**src/rtl/pipe_ctrl_pkg.sv**
```systemverilog
// Shared types and constants for the pipeline hazard controller and its scoreboard.
package pipe_ctrl_pkg;

  localparam int REG_ADDR_W = 3;
  localparam int CNT_W      = 16;

  typedef enum logic [1:0] {
    ST_RUN      = 2'd0,
    ST_LU_STALL = 2'd1,
    ST_MEM_WAIT = 2'd2
  } state_t;

  typedef logic [1:0] fwd_sel_t;

  localparam fwd_sel_t FWD_RF    = 2'b00;
  localparam fwd_sel_t FWD_EXMEM = 2'b01;
  localparam fwd_sel_t FWD_MEMWB = 2'b10;

  typedef struct packed {
    logic                  valid;
    logic [REG_ADDR_W-1:0] dest;
    logic                  regwrite;
    logic                  memread;
  } ex_slot_t;

  typedef struct packed {
    logic                  valid;
    logic [REG_ADDR_W-1:0] dest;
    logic                  regwrite;
  } mem_slot_t;

  // Observation bundle: FSM state plus both tracked slots.
  typedef struct packed {
    state_t    state;
    ex_slot_t  ex;
    mem_slot_t mem;
  } dbg_t;

  // True when a tracked slot will write register src.
  function automatic logic writes_reg(input logic                  valid,
                                      input logic                  regwrite,
                                      input logic [REG_ADDR_W-1:0] dest,
                                      input logic [REG_ADDR_W-1:0] src);
    return valid && regwrite && (dest == src);
  endfunction

endpackage

```
**src/rtl/hazard_scoreboard.sv**
```systemverilog
// Mirrors the EX and MEM pipeline slots; both slots shift together only when EX/MEM advances.
module hazard_scoreboard
  import pipe_ctrl_pkg::*;
(
  input  logic                  i_clk,
  input  logic                  i_rst,
  input  logic                  i_shift,
  input  logic                  i_bubble,
  input  logic                  i_id_valid,
  input  logic [REG_ADDR_W-1:0] i_id_dest,
  input  logic                  i_id_regwrite,
  input  logic                  i_id_memread,
  output ex_slot_t              o_ex,
  output mem_slot_t             o_mem
);

  ex_slot_t  r_ex;
  mem_slot_t r_mem;
  ex_slot_t  w_ex_next;

  always_comb begin
    w_ex_next = '0;
    if (!i_bubble && i_id_valid) begin
      w_ex_next.valid    = 1'b1;
      w_ex_next.dest     = i_id_dest;
      w_ex_next.regwrite = i_id_regwrite;
      w_ex_next.memread  = i_id_memread;
    end
  end

  always_ff @(posedge i_clk) begin
    if (i_rst) begin
      r_ex  <= '0;
      r_mem <= '0;
    end else if (i_shift) begin
      r_mem.valid    <= r_ex.valid;
      r_mem.dest     <= r_ex.dest;
      r_mem.regwrite <= r_ex.regwrite;
      r_ex           <= w_ex_next;
    end
  end

  assign o_ex  = r_ex;
  assign o_mem = r_mem;

endmodule

```
**src/rtl/pipe_hazard_ctrl.sv**
```systemverilog
// Pipeline hazard controller: stalls, flushes and operand forwarding for a 5-stage pipe.
// Define PIPE_HAZARD_FORWARD_EN to forward results and stall only on load-use.
module pipe_hazard_ctrl
  import pipe_ctrl_pkg::*;
(
  input  logic                  clk,
  input  logic                  rst,
  input  logic                  id_valid,
  input  logic [REG_ADDR_W-1:0] id_rs,
  input  logic [REG_ADDR_W-1:0] id_rt,
  input  logic                  id_uses_rs,
  input  logic                  id_uses_rt,
  input  logic                  id_regwrite,
  input  logic                  id_memread,
  input  logic [REG_ADDR_W-1:0] id_dest,
  input  logic                  br_taken,
  input  logic                  mem_busy,
  output logic                  pc_en,
  output logic                  ifid_en,
  output logic                  idex_en,
  output logic                  exmem_en,
  output logic                  ifid_flush,
  output logic                  idex_flush,
  output logic [1:0]            fwd_a,
  output logic [1:0]            fwd_b,
  output logic [CNT_W-1:0]      stall_cnt,
  output dbg_t                  dbg
);

  // Handshake: the pipe has no valid/ready pairs; a stage register loads only when its
  // enable is 1, and a flush replaces the incoming contents with a bubble on that edge.

  ex_slot_t   w_ex;
  mem_slot_t  w_mem;
  logic       w_rs_ex, w_rs_mem, w_rt_ex, w_rt_mem;
  logic       w_hazard, w_stall;
  logic       w_pc_en, w_ifid_en, w_idex_en, w_exmem_en;
  logic       w_ifid_flush, w_idex_flush;
  state_t     r_state;
  logic [CNT_W-1:0] r_stall_cnt;

  hazard_scoreboard u_sb (
    .i_clk         (clk),
    .i_rst         (rst),
    .i_shift       (w_exmem_en),
    .i_bubble      (w_idex_flush),
    .i_id_valid    (id_valid),
    .i_id_dest     (id_dest),
    .i_id_regwrite (id_regwrite),
    .i_id_memread  (id_memread),
    .o_ex          (w_ex),
    .o_mem         (w_mem)
  );

  assign w_rs_ex  = writes_reg(w_ex.valid,  w_ex.regwrite,  w_ex.dest,  id_rs);
  assign w_rt_ex  = writes_reg(w_ex.valid,  w_ex.regwrite,  w_ex.dest,  id_rt);
  assign w_rs_mem = writes_reg(w_mem.valid, w_mem.regwrite, w_mem.dest, id_rs);
  assign w_rt_mem = writes_reg(w_mem.valid, w_mem.regwrite, w_mem.dest, id_rt);

`ifdef PIPE_HAZARD_FORWARD_EN
  // Only a load still in EX cannot be forwarded in time.
  assign w_hazard = id_valid && w_ex.memread &&
                    ((id_uses_rs && w_rs_ex) || (id_uses_rt && w_rt_ex));
`else
  assign w_hazard = id_valid &&
                    ((id_uses_rs && (w_rs_ex || w_rs_mem)) ||
                     (id_uses_rt && (w_rt_ex || w_rt_mem)));
`endif

  assign w_stall = !rst && !mem_busy && !br_taken && w_hazard;

  always_comb begin
    w_pc_en      = 1'b1;
    w_ifid_en    = 1'b1;
    w_idex_en    = 1'b1;
    w_exmem_en   = 1'b1;
    w_ifid_flush = 1'b0;
    w_idex_flush = 1'b0;
    if (rst) begin
      w_pc_en      = 1'b0;
      w_ifid_en    = 1'b0;
      w_idex_en    = 1'b0;
      w_exmem_en   = 1'b0;
      w_ifid_flush = 1'b1;
      w_idex_flush = 1'b1;
    end else if (mem_busy) begin
      w_pc_en    = 1'b0;
      w_ifid_en  = 1'b0;
      w_idex_en  = 1'b0;
      w_exmem_en = 1'b0;
    end else if (br_taken) begin
      w_ifid_flush = 1'b1;
      w_idex_flush = 1'b1;
    end else if (w_hazard) begin
      w_pc_en      = 1'b0;
      w_ifid_en    = 1'b0;
      w_idex_flush = 1'b1;
    end
  end

  always_ff @(posedge clk) begin
    if (rst) begin
      r_state <= ST_RUN;
    end else if (mem_busy) begin
      r_state <= ST_MEM_WAIT;
    end else if (w_stall) begin
      r_state <= ST_LU_STALL;
    end else begin
      r_state <= ST_RUN;
    end
  end

  always_ff @(posedge clk) begin
    if (rst) begin
      r_stall_cnt <= '0;
    end else if (w_stall && (r_stall_cnt != '1)) begin
      r_stall_cnt <= r_stall_cnt + 1'b1;
    end
  end

`ifdef PIPE_HAZARD_FORWARD_EN
  fwd_sel_t r_fwd_a, r_fwd_b;
  fwd_sel_t w_sel_a, w_sel_b;

  // The youngest producer (EX) wins over the older one (MEM).
  always_comb begin
    w_sel_a = FWD_RF;
    w_sel_b = FWD_RF;
    if (w_rs_ex)       w_sel_a = FWD_EXMEM;
    else if (w_rs_mem) w_sel_a = FWD_MEMWB;
    if (w_rt_ex)       w_sel_b = FWD_EXMEM;
    else if (w_rt_mem) w_sel_b = FWD_MEMWB;
  end

  always_ff @(posedge clk) begin
    if (rst) begin
      r_fwd_a <= FWD_RF;
      r_fwd_b <= FWD_RF;
    end else if (w_exmem_en) begin
      if (w_idex_flush || !id_valid) begin
        r_fwd_a <= FWD_RF;
        r_fwd_b <= FWD_RF;
      end else begin
        r_fwd_a <= w_sel_a;
        r_fwd_b <= w_sel_b;
      end
    end
  end

  assign fwd_a = r_fwd_a;
  assign fwd_b = r_fwd_b;
`else
  assign fwd_a = FWD_RF;
  assign fwd_b = FWD_RF;
`endif

  assign pc_en      = w_pc_en;
  assign ifid_en    = w_ifid_en;
  assign idex_en    = w_idex_en;
  assign exmem_en   = w_exmem_en;
  assign ifid_flush = w_ifid_flush;
  assign idex_flush = w_idex_flush;
  assign stall_cnt  = r_stall_cnt;

  assign dbg.state = r_state;
  assign dbg.ex    = w_ex;
  assign dbg.mem   = w_mem;

endmodule

```
**config.mk**
```make
export PLATFORM = sky130hd
export DESIGN_NAME = pipe_hazard_ctrl
export DESIGN_NICKNAME = d
export VERILOG_FILES = /design/src/rtl/pipe_ctrl_pkg.sv /design/src/rtl/hazard_scoreboard.sv /design/src/rtl/pipe_hazard_ctrl.sv
export SDC_FILE = /design/constraint.sdc
export NUM_CORES = 1
export LEC_CHECK = 0
export BUFFER_PORTS_ARGS = -buffer_cell sky130_fd_sc_hd__buf_2
export CAP_MARGIN = 20
export CORE_UTILIZATION = 25
export CTS_CLUSTER_SIZE = 30
export DETAILED_ROUTE_END_ITERATION = 8
export SLEW_MARGIN = 20
export SYNTH_ARGS = -nofsm -noshare
export SYNTH_HDL_FRONTEND = slang
export SYNTH_SLANG_ARGS = --single-unit
```
**constraint.sdc**
```tcl
create_clock -name clk -period 2.9 [get_ports clk]
set_input_delay 0.145 -clock clk [delete_from_list [all_inputs] [get_ports clk]]
set_output_delay 0.145 -clock clk [all_outputs]
set_load 0.01 [all_outputs]
```
==> metrics.md, run 1 <==
| Metric | Value |
|---|---|
| Status | completed |
| Max Fclk | approximately 450 MHz |
| Inserted Diodes | 0 |
| Placed insts | 288 |
| Worst EP arrival | around 2.4 ns |
| Required time of the critical path | roughly 3 ns |
| Global-route wire length before repair | between 5000 and 6000 um |
| Total track usage | ~12% |
| Largest net degree at the start of global routing | 33 |
| Part of the cycle the worst path needs | 76.5% |
| Commonest cells post-synth | dfxtp_1 (29), nor2_1 (22), xor2_1 (12), a21oi_1 (8) |
| CTS root buf | clkbuf_8 |
| RSZ-0062 raised after global routing | no |
| Routed Antenna Nets | 0 |
| HP Start | id_dest[2] |
| Synth area leader | dfxtp_1 |
| Core ar. | 5920 um2 |
| Fin nets | 239 |
| I/O Pins | 57 |
| Synth async-reset ratio | 0% |
| Buffers & Inverters on Critical Path | 0 |
| Routability Congestion | 0.795 |
| Distinct cell type count after synthesis | 38 |
| Top cell type's share of synthesized area | 37.8% |
| Die height | approximately 80 um |
| H-tree Lvls | 2 |
| Clk buf depth | 2 |
| Startpoint types | flop |
| Worst-skew pair later-pin latency | 0.29 ns |
| Setup CP Type | flop to flop |
| Area contributors post-synth | dfxtp_1 (38%), xor2_1 (6.8%), nor2_1 (5.4%), a31o_1 (4.0%), mux2i_1 (3.9%) |
| Chip Width | 80.4 um |
| Fin cells | 296 |
| Register-to-Register Path Depth | 6 |
| Worst path top cell family by delay | simple AND/OR/NAND/NOR gates |
| Final Skew | 0.00263 ns |
| Vias in the first global route | 1239 |
| Standard-cell rows | 28 |
| Worst-path maximum fanout | 6 |
| Synthesis-to-finish area growth | 26.9% |
| Final slew viol count | 0 |
| Crit path from | u_sb.o_mem[3] |
| Worst vdd ir | 0.171 mV |
| Reg2reg end | stall_cnt[8] |
| Hold Fails Final Rpt | 0 |
| Hold_ws | about 0.064 ns |
| Max-cap violations | 0 |
| WP depth | 6 |
| Synthesized cell area | 1540 um2 |
| # fillers | 634 |
| Vias per cell | approximately 4.6 |
| Grt total ovfl | 0 |
| Antenna violations before repair | 0 |
| Vias | 1376 |
| Drt pass-1 iters | 6 |
| CTS Hold Bufs | 0 |
| Flop-to-flop setup slack | 0.68 ns |
| Yosys synthesis warning count | 0 |
| Clock sink count | 29 |
| Max_slew headroom | 64.3% |
| Setup Buffers After CTS | 0 |
| Area of the die | 6460 um2 |
| Port bufs | between 50 and 60 |
| Total negative slack | 0 ns |
| Crit-path max cell delay | 0.38 ns |
| Synth Instances | 167 |
| Top FF cell, synth | dfxtp_1 |
| Initial core utilization | 26.0% |
| DRC Markers | 0 |
| Hpwl dp | 2910 um |
| Hold Crit Class | input pin to flop |
| CTS tree | built |
| CP endpoint | stall_cnt[8] |
| Drt total wl | 3820 um |
| Mean routed wirelength per cell | roughly 13 um |
| Worst Setup End Kind | flop |
| Num CTS Buffers | 5 |
| Initial DRC Count | 71 |
| Share of post-route cells with drive strength above 1 | 31.7% |
| Leak | 0.912 nW |
| Mean cell area of the mapped netlist | 9.20 um2 |
| Clk pin slew, worst setup/hold paths | roughly 0.060 ns |
| R2R Path Start | u_sb.o_mem[3] |
| Most common cell in the netlist | dfxtp_1 |
| Post-cts gate resize count | 0 |
| Post-layout min period | roughly 2.2 ns |
| Pwr/cell area | 437 nW/um2 |
| CP cell instances | xor2_1 > nor4_2 > o211ai_1 > a21boi_4 > or3b_1 > mux2_1 |
| Post-synth EDFFs | 0 |
| Slowest-stage cell, CP | or3b_1 |
| Post-synthesis sequential area ratio | ~38% |
| Final setup fails | 0 |
| #FFs+latches synth | 29 |
| Final core occ | 32.9% |
| Worst-Margin Slew | 0.532 ns |
## cell usage in the layout (no fill, tap or decap), types with 2 or more instances in the layout
cell      netlist  layout
nand4_1         4       4
a21oi_1         8       8
a22o_1          5       5
a21o_1          3       3
nor2b_1         6       6
clkbuf_8        0       7
nand3_1         7       7
nor2_1         22      22
o21ai_1         2       2
xnor2_1         3       3
a41o_1          2       2
dfxtp_1        29      29
mux2i_1         6       6
mux2_1          5       5
xor2_1         12      12
nand2_1         7       7
nand2b_1        4       4
conb_1          1       4
inv_1           4       4
and2_1          2       2
a31o_1          7       7
buf_2           1      52
and3_1          2       2
nor4_2          3       3
## worst min-delay path by stage
stage,endpoint,slack (ns),cells past startpoint
5_1_grt,u_sb.o_ex[1],0.07,2
6_report,u_sb.o_ex[4],0.06,2
4_1_cts,u_sb.o_ex[0],0.06,2
3_5_place_dp,u_sb.o_ex[0],0.36,2
2_1_floorplan,u_sb.o_ex[0],0.27,1
3_3_place_gp,u_sb.o_ex[0],0.36,2
## state kept, by name (all words and copies together), names as in the netlist
name,count
r_state,2
stall_cnt,16
u_sb.o_ex,6
u_sb.o_mem,5
## report_power, final
group | switching, mW | internal [mW] | total, mW
clock network | 0.163 | 0.214 | 0.377
logic | 0.0412 | 0.0276 | 0.0688
registers | 0.00382 | 0.402 | 0.406
## through the flow
stage / total power, mW / worst slack [ns] / instance area [um2]
6_report: 0.852 / 0.681 / 1950
3_3_place_gp: 0.484 / 0.751 / 1850
5_1_grt: 0.883 / 0.559 / 1950
3_5_place_dp: 0.484 / 0.709 / 1850
4_1_cts: 0.864 / 0.699 / 1950
2_1_floorplan: 0.459 / 0.855 / 1550
## cells by family (layout without fill, tap and decap cells)
group | count (synthesis) | count (layout) | share of synthesized area, %
flip-flops | 29 | 29 | 37.8
other | 1 | 4 | 0.244
AND/OR/NAND/NOR | 62 | 62 | 22.7
AO/OA/AOI/OAI | 34 | 34 | 17.3
XOR/XNOR | 15 | 15 | 8.55
buffers and inverters | 14 | 65 | 4.97
adder cells (fa/ha/maj) | 1 | 1 | 0.814
multiplexers | 11 | 11 | 7.57
## layer usage
layer | vias up | track usage [%] | wire, um
met3 | 8 | 3.75 | 329
met5 | - | 0 | 0
met4 | 0 | 6.43 | 74
met1 | 619 | 15.7 | 1840
met2 | 62 | 18.7 | 1570
li1 | 687 | - | -
## area by class of cell
type	instances	area [um2]	share of cell area (%)
inverter	4	15.0	0.770
timing repair buffer	53	268	13.7
tap	75	93.8	4.81
multi-input combinational	127	891	45.7
sequential	29	581	29.8
clock inverter	1	5.00	0.257
clock buffer	7	96.3	4.94
Note: power is estimated with default switching activity, not from simulation.
==> run 2, diff against run 1 <==
- ABC_AREA: default -> 1
- clock period: 2.9 -> 1.8 ns (I/O delays scaled with it)
==> run 2 against run 1 <==
Net effect: synthesized cell count is 54% higher; total power rose by 73%; cell area is 25% higher; worst hold slack got worse by 0.013 ns; combinational power grew 69%; clock skew grew 0.0070 ns; cell count up 43%; clock-buffer cell count down 1; die area rose by 15%; largest cell class unchanged; maximum frequency rose by 32%; sequential cell count unchanged; core utilization rose by 2.8 points.
==> metrics.md, run 2 <==
| Metric | Value |
|---|---|
| Setup CP Type | flop to flop |
| Grt total ovfl | 0 |
| Synth async-reset ratio | 0% |
| Top cell type's share of synthesized area | 32.7% |
| CP cell instances | ha_4 > nand3_4 > nor3_4 > nand2_2 > nor2_4 > nand2_4 > nand4_4 > nand2_1 > a21oi_2 |
| Comb power frac | 7.8% |
| Most common cell in the netlist | nand2_1 |
| Hpwl dp | 3340 um |
| Required time of the critical path | 2.02 ns |
| Worst vdd ir | 0.443 mV |
| Max-cap violations | 0 |
| Synthesis-to-finish area growth | 37.3% |
| CTS tree | built |
| Sequential power share | 44.0% |
| Switching share of power | 23.0% |
| Vias in the first global route | 1563 |
| Die height | around 86 um |
| Commonest cells after routing, fill and taps aside | nand2_1 (78), buf_2 (52), inv_1 (31), nor2_1 (17), dfxtp_1 (17) |
| Routed Antenna Nets | 0 |
| Top FF cell, synth | dfxtp_1 |
| Final worst setup slack | 0.115 ns |
| Core ar. | 6830 um2 |
| Mean cell area of the mapped netlist | 6.91 um2 |
| Pre-CTS setup slack | 0.0314 ns |
| Vias per cell | 4.27 |
| Post-synthesis sequential area ratio | around 33% |
| Clk buf depth | 2 |
| Share of post-route cells with drive strength above 1 | between 40% and 50% |
| Synthesized cell area | 1780 um2 |
| Worst-skew pair later-pin latency | just under 0.3 ns |
| CTS root buf | clkbuf_8 |
| Clock power frac | 48.1% |
| Commonest non-fill, non-tap cell in the layout | nand2_1 |
| Global-route wire length before repair | about 7000 um |
| Yosys synthesis warning count | 0 |
| NetSw | approximately 0.34 mW |
| Worst-path maximum fanout | 8 |
| DRC Markers | 0 |
| Commonest cells post-synth | nand2_1 (83), inv_1 (32), dfxtp_1 (29), nor2_1 (18), nand2_2 (12) |
| Total negative slack | 0 ns |
| CTS Hold Bufs | 0 |
| H-tree Lvls | 2 |
| Routability Congestion | 0.840 |
| Mean routed wirelength per cell | 10.9 um |
| Crit-path max cell delay | ~0.37 ns |
| Largest net degree at the start of global routing | 19 |
| Initial DRC Count | 58 |
| Final Total Pwr | 1.48 mW |
| Final slew viol count | 0 |
| Port bufs | 52 |
| Hold Fails Final Rpt | 0 |
| Part of the cycle the worst path needs | 93.6% |
| Inserted Diodes | 0 |
| Clock sink count | 29 |
| Leak | 1.19 nW |
| Total track usage | 12.2% |
| Hold Crit Class | input pin to flop |
| Distinct cell type count after synthesis | 28 |
| Drt total wl | 4620 um |
| Clk pin slew, worst setup/hold paths | roughly 0.070 ns |
| Initial core utilization | a little over a quarter |
| Synth Instances | 257 |
| Final setup fails | 0 |
| Status | completed |
| Drt pass-1 iters | 4 |
| Area contributors post-synth | dfxtp_1 (33%), nand2_1 (18%), inv_1 (6.8%), a21oi_2 (4.9%), nand2_2 (4.2%) |
| #FFs+latches synth | 29 |
| Antenna violations before repair | 0 |
| Vias | 1807 |
| Post-layout min period | 1.68 ns |
| Num CTS Buffers | 5 |
| Standard-cell rows | 30 |
| Internal Power | between 1 and 1.5 mW |
| Area of the die | 7450 um2 |
| Chip Width | 86.3 um |
| Max reg flops | 16 |
| Fin nets | around 350 |
| Startpoint types | flop |
| Synth area leader | dfxtp_1 |
| Worst Setup End Kind | flop |
| Pwr/cell area | 605 nW/um2 |
| Slowest-stage cell, CP | dfxtp_2 |
| Buffers & Inverters on Critical Path | 0 |
| Worst path top cell family by delay | simple AND/OR/NAND/NOR gates |
| Post-synth EDFFs | 0 |
| I/O Pins | 57 |
| Max Fclk | 594 MHz |
| Worst EP arrival | 1.90 ns |
| Final Skew | about 0.0096 ns |
-- run 2: worst min-delay path, stage by stage --
cell and delay (ns):
buf_2 0.10, inv_1 0.04, o21ai_0 0.07
-- run 2: final timing paths --
check / startpoint / to / slack (ns) / cells past startpoint
setup / recovery: stall_cnt[1] / stall_cnt[6] / 0.12 / 9
hold / removal: id_regwrite / u_sb.o_ex[1] / 0.05 / 3
setup reg to reg: stall_cnt[1] / stall_cnt[6] / 0.12 / 9
hold reg to reg: u_sb.o_ex[0] / u_sb.o_ex[0] / 0.46 / 2
-- run 2: timing repair --
item | 4_1_cts | 5_1_grt
setup endpoints to repair | 0 | 19
buffers inserted | 0 | 6
resized for setup | 0 | 34
endpoints found under the hold margin | 0 | 0
-- run 2: area by class of cell --
cell class	instances	area, um2
Inverter	38	143
Fill cell	749	4390
Sequential cell	29	601
Timing Repair Buffer	68	380
Clock inverter	2	37.5
Multi-Input combinational cell	184	1080
Tap cell	96	120
Clock buffer	6	82.6
-- run 2: cell families after synthesis --
family	synth area share, %
and+or+nand+nor	35.7
buffers and inverters	12.7
adders and majority gates	0.704
DFF	32.7
xor gates and xnor gates	6.90
AOI/OAI and AO/OA	11.1
other	0.211
-- run 2: metal layers --
| layer | wire length [um] | share of wire, % | global-route usage, % | vias to the layer above |
|---|---|---|---|---|
| li1 | - | - | - | 931 |
| met1 | 2150 | 47 | 16.2 | 797 |
| met2 | 2080 | 45 | 19.3 | 72 |
| met3 | 330 | 7.1 | 3.24 | 7 |
| met4 | 52 | 1.1 | 4.09 | 0 |
| met5 | 0 | 0 | 0 | - |
-- run 2: per-stage QoR --
| stage | std cells | instance area [um2] | hold slack [ns] | util (%) |
|---|---|---|---|---|
| after CTS | 416 | 2280 | 0.0565 | 33.4 |
| final | 423 | 2440 | 0.0512 | 35.7 |
| after global placement | 408 | 2160 | 0.355 | 31.6 |
| after detailed placement | 408 | 2160 | 0.352 | 31.6 |
| after global routing | 423 | 2440 | 0.0594 | 35.7 |
| after floorplan | 260 | 1790 | 0.213 | - |
-- run 2: power groups by stage --
stage          Clock, mW  Combinational [mW]  Sequential (mW)
2_1_floorplan          0              0.0663            0.668
3_3_place_gp           0               0.108            0.666
3_5_place_dp           0               0.109            0.666
4_1_cts            0.733               0.109            0.652
5_1_grt            0.754               0.128            0.651
6_report           0.711               0.116            0.651
==> run 3, diff against run 2 <==
- ABC_AREA: 1 -> default
==> run 3 against run 2 <==
Net effect: the run now ends with setup timing left; critical path depth is 3 lower; maximum frequency is 16% lower; register-to-register slack got worse by 0.33 ns; sequential cell count unchanged; sequential power is essentially flat; clock power decreased by 27%; largest cell class unchanged; largest power group is now sequential cells.
==> metrics.md, run 3 (synthesis gave the netlist of run 1 again) <==
| Metric | Value |
|---|---|
| Routability Congestion | 0.841 |
| HP Start | id_dest[1] |
| Port bufs | 52 |
| Worst vdd ir | 0.372 mV |
| Final Total Pwr | 1.30 mW |
| CTS tree | built |
| Commonest non-fill, non-tap cell in the layout | buf_2 |
| Final slew viol count | 0 |
| Pwr/cell area | 554 nW/um2 |
| NetSw | 0.333 mW |
| Register-to-Register Path Depth | 6 |
| Switching share of power | between 20% and 30% |
| Reg2reg end | stall_cnt[8] |
| Comb power frac | about a tenth |
| Clock sink count | 29 |
| Worst Setup End Kind | flop |
| Clk buf depth | 2 |
| Worst-path maximum fanout | 3 |
| Routed Antenna Nets | 0 |
| RSZ-0062 raised after global routing | yes |
| Placed insts | 320 |
| Standard-cell rows | 28 |
| Drt total wl | 4160 um |
| Max Fclk | slightly below 500 MHz |
| Final Skew | roughly 0.0037 ns |
| H-tree Lvls | 2 |
| Status | finished with violations |
| Antenna violations before repair | 0 |
| Mean routed wirelength per cell | 12.5 um |
| Grt total ovfl | 0 |
| I/O Pins | 57 |
| Synthesis-to-finish area growth | 53.3% |
| R2R Path Start | u_sb.o_ex[2] |
| Hpwl dp | slightly above 3000 um |
| Crit path from | u_sb.o_ex[2] |
| Part of the cycle the worst path needs | 112% |
| Global-route wire length before repair | 6830 um |
| Setup CP Type | flop to flop |
| Leak | 1.14 nW |
| Commonest cells after routing, fill and taps aside | buf_2 (52), buf_4 (36), dfxtp_1 (24), nor2_1 (21), xor2_1 (8) |
| # fillers | 602 |
| Final std cell area, no fill | between 2000 and 2500 um2 |
| DRC Markers | 0 |
| Flop-to-flop setup slack | -0.21 ns |
| Startpoint types | flop |
| CTS root buf | clkbuf_8 |
| Crit-path max cell delay | 0.38 ns |
| Hold Crit Class | input pin to flop |
| Vias | 1520 |
| Worst-skew pair later-pin latency | 0.28 ns |
| Pre-CTS setup slack | -0.192 ns |
| Max reg flops | 16 |
| Fin nets | ~280 |
| Failing checks | setup timing |
| Final setup fails | 11 |
| Final core occ | 39.8% |
| Hold Path End | u_sb.o_ex[3] |
| Required time of the critical path | 1.97 ns |
| Die height | approximately 80 um |
| Hold Fails Final Rpt | 0 |
| Final worst setup slack | -0.215 ns |
| Clk pin slew, worst setup/hold paths | 0.07 ns |
| Slowest-stage cell, CP | or3b_1 |
| Largest net degree at the start of global routing | 33 |
| Chip Width | around 80 um |
| Vias in the first global route | 1510 |
| CTS Hold Bufs | 0 |
| Fin cells | 334 |
| Share of post-route cells with drive strength above 1 | about half |
| Core ar. | 5920 um2 |
| Buffers & Inverters on Critical Path | 0 |
| Initial DRC Count | 48 |
| Num CTS Buffers | 5 |
| Placed Area | 2100 um2 |
| Drt pass-1 iters | 4 |
| Worst EP arrival | 2.18 ns |
| Clock power frac | 39.9% |
| Post-layout min period | 2.01 ns |
| Sequential power share | 50.0% |
| Initial core utilization | 26.0% |
| Area of the die | 6460 um2 |
| Internal Power | 0.971 mW |
| Worst path top cell family by delay | simple AND/OR/NAND/NOR gates |
| CP cell instances | xor2_4 > nor4_4 > o211ai_2 > a21boi_4 > or3b_1 > mux2_4 |
| Worst hold stages | 2 |
| Vias per cell | 4.55 |
| Total track usage | 13.9% |
| Inserted Diodes | 0 |
| Max-cap violations | 0 |
-- run 3: power by group through the flow --
stage	clock, mW	sequential, mW	combinational [mW]
global placement	0	0.666	0.122
CTS	0.530	0.653	0.125
floorplan	0	0.671	0.0685
detailed placement	0	0.667	0.123
global route	0.566	0.653	0.145
finish	0.521	0.653	0.131
-- run 3: metrics by stage --
| stage | hold slack, ns | TNS [ns] |
|---|---|---|
| after floorplan | 0.216 | -0.234 |
| after global placement | 0.303 | -0.247 |
| after detailed placement | 0.301 | -0.342 |
| after CTS | 0.00810 | -1.63 |
| after global routing | 0.00876 | -2.01 |
| final | 0.0141 | -0.655 |
-- run 3: layout make-up --
| class | instances | area, um2 | share of cell area [%] |
|---|---|---|---|
| clock inverter | 2 | 10.0 | 0.425 |
| timing repair buffer | 91 | 564 | 24.0 |
| clock buffer | 6 | 72.6 | 3.08 |
| multi-input combinational | 127 | 1010 | 42.9 |
| inverter | 4 | 15.0 | 0.637 |
| tap | 75 | 93.8 | 3.98 |
| sequential | 29 | 589 | 25.0 |
-- run 3: worst max path at each step --
stage                    to  slack (ns)  depth (start not counted)
5_1_grt        stall_cnt[8]       -0.26                          6
4_1_cts        stall_cnt[8]       -0.20                          6
3_3_place_gp   stall_cnt[8]       -0.16                          6
2_1_floorplan  stall_cnt[8]       -0.23                          6
6_report       stall_cnt[8]       -0.21                          6
3_5_place_dp   stall_cnt[8]       -0.19                          6
-- run 3: per-layer routing --
metal | GRT usage [%] | up-vias | part of all wire, %
met5 | 0 | - | 0
met4 | 5.89 | 0 | 1.1
met3 | 4.43 | 4 | 6.5
met2 | 22.3 | 48 | 48
met1 | 16.9 | 701 | 45
li1 | - | 767 | -
-- run 3: repair_timing --
item                       CTS  global route
pin swaps                    7            14
setup endpoints to repair    6            23
gates resized for setup     10            19
buffers inserted             5             2
cloned                       0             1
-- run 3: worst reg2reg max path: cells and delay by family, from the launching register on --
family / cells / cell delay, ns
multiplexers: 1 / 0.30
AO/OA/AOI/OAI: 2 / 0.36
flip-flops: 1 / 0.37
XOR/XNOR: 1 / 0.16
AND/OR/NAND/NOR: 2 / 0.70
